[src/rtl/regfile_scoreboard.sv]
// Register file with hardwired zero, optional write-to-read bypass and
// per-register busy scoreboard for in-flight results.
//
// Ports:
//   clk, rst          clock, synchronous active-low reset
//   WR, WReg, WDATA   synchronous write port (also clears busy[WReg])
//   RReg1/2, RD1/2    combinational read ports
//   MARK, MReg        set busy[MReg] at the edge (wins over a clear)
//   BUSY1/2           busy bit of RReg1/2, ANY_BUSY is OR of all busy bits
module regfile_scoreboard #(
   parameter int N        = 32,
   parameter int AW       = 5,
   parameter int BYPASS   = 1,
   parameter int ZERO_REG = 1
) (
   input  logic          clk,
   input  logic          rst,
   input  logic          WR,
   input  logic [AW-1:0] WReg,
   input  logic [N-1:0]  WDATA,
   input  logic [AW-1:0] RReg1,
   input  logic [AW-1:0] RReg2,
   output logic [N-1:0]  RD1,
   output logic [N-1:0]  RD2,
   input  logic          MARK,
   input  logic [AW-1:0] MReg,
   output logic          BUSY1,
   output logic          BUSY2,
   output logic          ANY_BUSY
);

   localparam int DEPTH = 1 << AW;
   localparam bit ZR    = (ZERO_REG != 0);
   localparam bit BP    = (BYPASS != 0);

   logic [N-1:0]     regs [DEPTH];
   logic [DEPTH-1:0] busy;
   logic [DEPTH-1:0] busy_nxt;
   logic             we;
   logic             mk;

   // Effective write/mark: register 0 is immune when hardwired to zero.
   assign we = rst && WR && !(ZR && (WReg == '0));
   assign mk = MARK && !(ZR && (MReg == '0));

   // The mark belongs to a newer producer, so it is applied after the clear.
   always_comb begin
      busy_nxt = busy;
      if (we) busy_nxt[WReg] = 1'b0;
      if (mk) busy_nxt[MReg] = 1'b1;
   end

   always_ff @(posedge clk) begin
      if (!rst) begin
         for (int i = 0; i < DEPTH; i++) regs[i] <= '0;
         busy <= '0;
      end else begin
         if (we) regs[WReg] <= WDATA;
         busy <= busy_nxt;
      end
   end

   always_comb begin
      RD1 = regs[RReg1];
      if (BP && we && (WReg == RReg1)) RD1 = WDATA;
      if (ZR && (RReg1 == '0)) RD1 = '0;
   end

   always_comb begin
      RD2 = regs[RReg2];
      if (BP && we && (WReg == RReg2)) RD2 = WDATA;
      if (ZR && (RReg2 == '0)) RD2 = '0;
   end

   // No bypass on busy: a clearing write shows only after the edge.
   assign BUSY1    = busy[RReg1] && !(ZR && (RReg1 == '0));
   assign BUSY2    = busy[RReg2] && !(ZR && (RReg2 == '0));
   assign ANY_BUSY = |busy;

endmodule

[config.mk]
export PLATFORM = sky130hd
export DESIGN_NAME = regfile_scoreboard
export DESIGN_NICKNAME = d
export VERILOG_FILES = /design/src/rtl/regfile_scoreboard.sv
export SDC_FILE = /design/constraint.sdc
export NUM_CORES = 2
export LEC_CHECK = 0
export ABC_CLOCK_PERIOD_IN_PS = 7300
export BUFFER_PORTS_ARGS = -buffer_cell sky130_fd_sc_hd__clkbuf_2
export CAP_MARGIN = 15
export CORE_MARGIN = 5
export CORE_UTILIZATION = 42
export CTS_CLUSTER_DIAMETER = 60
export CTS_CLUSTER_SIZE = 28
export DETAILED_ROUTE_END_ITERATION = 8
export GPL_ROUTABILITY_DRIVEN = 0
export PLACE_DENSITY = 0.65
export SLEW_MARGIN = 20
export SYNTH_ARGS = -nofsm -noshare
export SYNTH_HDL_FRONTEND = slang
export SYNTH_SLANG_ARGS = --single-unit
[constraint.sdc]
create_clock -name clk -period 7.3 [get_ports clk]
set_input_delay 0.73 -clock clk [delete_from_list [all_inputs] [get_ports clk]]
set_output_delay 0.73 -clock clk [all_outputs]
set_load 0.02 [all_outputs]
---- Word-level counts from Yosys, hierarchy flattened ----
Memories as Yosys holds them, arrays and structs flattened.
Index checks and enable logic that the tools add are counted.
operators by class
  $lt $le $gt $ge ......................... 6
  bitwise gates (word level) .............. 3
  equal/unequal tests ..................... 2
  reduce and logical (&&, ||, !) cells .... 19
  muxes and demuxes ....................... 21
operator list
  operator                                                     count
  2-to-1 mux 32 bit                                            7
  OR reduction 32 bit                                          2
  bitwise AND 32 bit                                           1
  inverter 32 bit                                              1
  OR 32 bit                                                    1
  less-than comparator 5 x 6 -> 1 bit (second input constant)  4
  logical NOT 5 bit                                            4
  binary-select mux 1 bit (select 5 bit)                       2
  demux 1 bit (select 5 bit)                                   2
  == test 5 bit                                                2
  >= comparator 5 x 1 -> 1 bit (second input constant)         2
  logical AND 1 bit                                            9
  2-to-1 mux 1 bit                                             9
  2-to-1 mux 5 bit                                             1
  logical NOT 1 bit                                            4
storage, ports and cells
  bits in writable memories ............... 1,024
  logic and storage cells ................. 53
  register bits ........................... 32
  bits of input ports ..................... 56
  memories ................................ 1
memory list
  name  depth  bits a word  rd ports  clocked after Yosys merged registers in  write ports  line  source
  regs  32     32           2         0                                        32           36    logic [N-1:0] regs [DEPTH];

---- Logic depth before layout (Yosys ltp) ----
  depth after elaboration ................. 9
  gate-level depth with buffers ........... 11
  mapped depth without buffers ............ 6

---- Worst setup path before layout ----
OpenSTA, ideal clock, no wires.
  path type ............................... input-to-reg
  start point ............................. input WReg[4]
  end point ............................... memory regs[20][0] (enable)
  arrival ................................. 3.899 ns
  stages on the path ...................... 5
  required time ........................... 6.834 ns
  slack ................................... 2.936 ns
  path buffers ............................ 2
  path through ............................ buf_2 nor3_1 clkbuf_1 or4_1 o21ai_0
RTL lines
  element             line  source
  start: declaration  19    input logic [AW-1:0] WReg,
  end: declaration    36

---- Worst setup path in the final report ----
  start point ............................. input RReg1[1]
  end point ............................... output RD1[30]
between the ends
  cells in the longest elaborated chain, start to end .. 4
  elaborated cells on any way between the ends .. 6
  classes of those cells .................. eq/ne: 1; mux: 2; reduce/logical: 2; memory: 1
RTL lines
  element                                                       line  source
  start: declaration                                            21    input logic [AW-1:0] RReg1,
  branches (longest 3 deep; another with memory (32 x 32 bit))  --
  2-to-1 mux 32 bit *                                           66    if (ZR && (RReg1 == '0)) RD1 = '0;
  end: declaration                                              23    output logic [N-1:0] RD1,
Every way passes the cells marked *.

==> summary.md <==
| Metric | Value |
|---|---|
| RSZ-0062 raised after global routing | `no` |
| Largest family of logic cells by synthesized area | `multiplexers` |
| Worst reg2reg path depth | `2` |
| Post-synthesis sequential area ratio | `54.7%` |
| Synth cell count leaders | `1,024 x edfxtp_1, 964 x and3_1, 434 x clkbuf_1` |
| Top cells by area in the synthesized netlist | `edfxtp_1 54%, mux4_2 14%, and3_1 11%` |
| Core box area | `136,000 sq um` |
| Clk buf depth | `3` |
| Setup TNS Final | `0 ps` |
| Asr flop ratio synth | `0%` |
| Initial core utilization | `42.3%` |
| Die area | `144,000 sq um` |
| DP HPWL | `118 mm` |
| Final wirelength | `218 mm` |
| # DRC | `0` |
| CP startpoint kind | `primary input` |
| Placed Area | `59,200 sq um` |
| Most frequent cell after synthesis | `edfxtp_1` |
| Vias | `42.1k` |
| Hold-fix buffers at CTS | `0` |
| CTS buffer count | `87` |
| Reg-to-reg setup timing slack | `6530 ps` |
| R2r startpoint | `busy[28]$_SDFF_PN0_` |
| Remaining global-route overflow | `0` |
| Vias per std cell | `7.15` |
| Syn Area/Cell | `13.6 sq um` |
| Compound-cell area share of the yosys netlist | `6.76%` |
| Max-slew headroom | `14.2%` |
| CTS Root Cell | `clkbuf_16` |
| First-pass GRT wire length | `306 mm` |
| Worst Tran Pin Value | `1280 ps` |
| Clk Latency, worst-skew pair | `680 ps` |
| DR iter-0 viols | `6,945` |
| Netlist Area Pre-Place | `57,400 sq um` |
| Pre-CTS setup slack | `2120 ps` |
| Unique cell type count in the Yosys netlist | `65` |
| Minimum clock period | `5420 ps` |
| Tcrit/Tclk final | `74.3%` |
| Max IR drop VDD | `210 uV` |
| CP Data Required Time | `6570 ps` |
| Status | `finished, final reports clean` |
| Largest net degree at the start of global routing | `173` |
| Synth Area in XOR/XNOR | `0.153%` |
| M1 WL | `79.0 mm` |
| Top routing layer in use | `met5` |
| Yosys top cell area share | `53.6%` |
| Min-Delay Path Class | `primary input to flop` |
| Met3 Wirelength | `27.6 mm` |
| EDFF count, synth | `1,024` |
| Post-synth top area cell | `edfxtp_1` |
| LEAKAGE | `24.6 nW` |
| Maxcap violations | `0` |
| Chip width | `380 um` |
| Critical path type | `primary input to primary output` |
| Hold EP | `busy[31]$_SDFF_PN0_` |
| CTS tree | `built` |
| Synthesis-to-finish area growth | `8.80%` |
| CTS Sinks | `1,056` |
| Final WS setup | `1880 ps` |
| ANT nets after route | `0` |
| Cells after Synth | `4,223` |
| Worst clock skew | `0 ps` |
| Post-layout net count | `4,074` |
| Die height | `380 um` |
| PD cells | `231 nW/um^2` |
| Final Core Density | `46.0%` |
| H-tree levels | `3` |
| # IOs | `123` |
| Syn. warnings | `0` |
| Wire per inst | `37.1 um` |
| Routed wl met2 | `97.7 mm` |
| Maximum clock frequency | `184 MHz` |
| Top FF cell, synth | `edfxtp_1` |
| Post_cts resized | `0` |
| Final instance area | `62,500 sq um` |
| Final setup viols | `0` |
| Clock-pin slew on the worst setup and hold paths | `80 ps` |
| Mux cell area share after synthesis | `20.3%` |
| Layout cells sized above 1 | `20.4%` |
| Antenna violations before repair | `14` |
| Post-CTS Repair Setup Buffers | `0` |
| Post-Synth Adder-Cell Area | `0%` |
| First-pass iteration count of the detailed router | `9` |
| Final Hold Vio Count | `0` |
| FP Rows | `135` |
| Port Buffers | `122` |
| Hold Path Origin | `MReg[2]` |
| Crit path DAT | `4690 ps` |
| Number of global-route vias before repair | `40.5k` |
| Synth Area in Simple Gates | `13.8%` |
| Total GRT Usage | `29.1%` |
| CP Capture Type | `primary output` |
| Hold depth | `3` |
| #FFs+latches synth | `1,056` |
| R2r endpoint | `busy[28]$_SDFF_PN0_` |
| Worst Path Max Fanout | `31` |
| Final Max Slew Viols | `0` |
## report_power, final
group          total, mW  internal, mW  switching (mW)  leakage [nW]
Sequential          7.13          6.96           0.168          10.0
Combinational       2.03         0.681            1.35          13.1
Clock               5.25          2.60            2.65          1.50
Total               14.4          10.2            4.16          24.6
## state kept, by name, indices dropped and copies added, names as in the netlist
name,flops
busy,32
regs,1024
## area by class of cell
class	instances	area, sq um
Multi-Input combinational cell	2632	24000
Clock inverter	71	906
Antenna cell	11	27.5
Inverter	4	16.3
Fill cell	11800	73200
Clock buffer	92	2240
Timing Repair Buffer	237	1660
Sequential cell	1056	31400
Tap cell	1781	2230
## how the worst max path moves through the flow
stage                         from                   endpoint  depth (start not counted)
after global routing      RReg1[1]                    RD1[30]                         10
after global placement    RReg1[1]                    RD1[30]                         10
final                     RReg1[1]                    RD1[30]                         10
after detailed placement  RReg1[1]                    RD1[30]                         10
after floorplan            WReg[4]  regs[20][0]$_SDFFCE_PN0P_                          5
after CTS                 RReg1[1]                    RD1[30]                         10
## layout by cell type (no fill, tap or decap), types with 23 or more instances in the layout
cell	n
a221oi_1	29
dfxtp_1	32
nor2_1	60
edfxtp_1	1024
nand3_1	26
a32o_1	38
o221ai_1	32
conb_1	32
nor3_1	35
nand2_1	136
a211oi_1	35
clkbuf_2	113
clkbuf_16	89
o211ai_1	23
mux2i_1	333
a22oi_1	124
mux4_2	360
o22ai_1	65
o21ai_0	52
a21oi_1	58
buf_4	106
and2_1	36
and3_1	963
## routing by layer
layer	GRT usage (%)	vias to the layer above
met3	6.75	759
met1	38.7	21400
met2	44.3	3347
met4	16.1	8
met5	0	-
li1	-	16500
## worst max-delay path: stages
cell and delay (ps):
buf_4 510, buf_4 680, xnor2_1 150, nand3_1 140, nor4_4 70, a21oi_4 900
buf_4 380, o21ai_0 110, o21ai_0 680, clkbuf_2 310
## cells by family (layout without fill, tap and decap cells)
group,after synthesis,in the layout
simple gates,1357,1357
flops,1056,1056
mux,705,705
buf+inv,566,404
compound gates,528,528
xor+xnor,10,10
other cells,1,43
## through the flow
stage	total power, mW	instances	hold slack (ps)
after floorplan	8.42	4254	454
final	14.4	5884	414
after CTS	14.4	5872	389
after global routing	14.7	5877	456
after global placement	9.20	5709	489
after detailed placement	9.23	5709	499
Note: power is estimated with default switching activity, not from simulation.
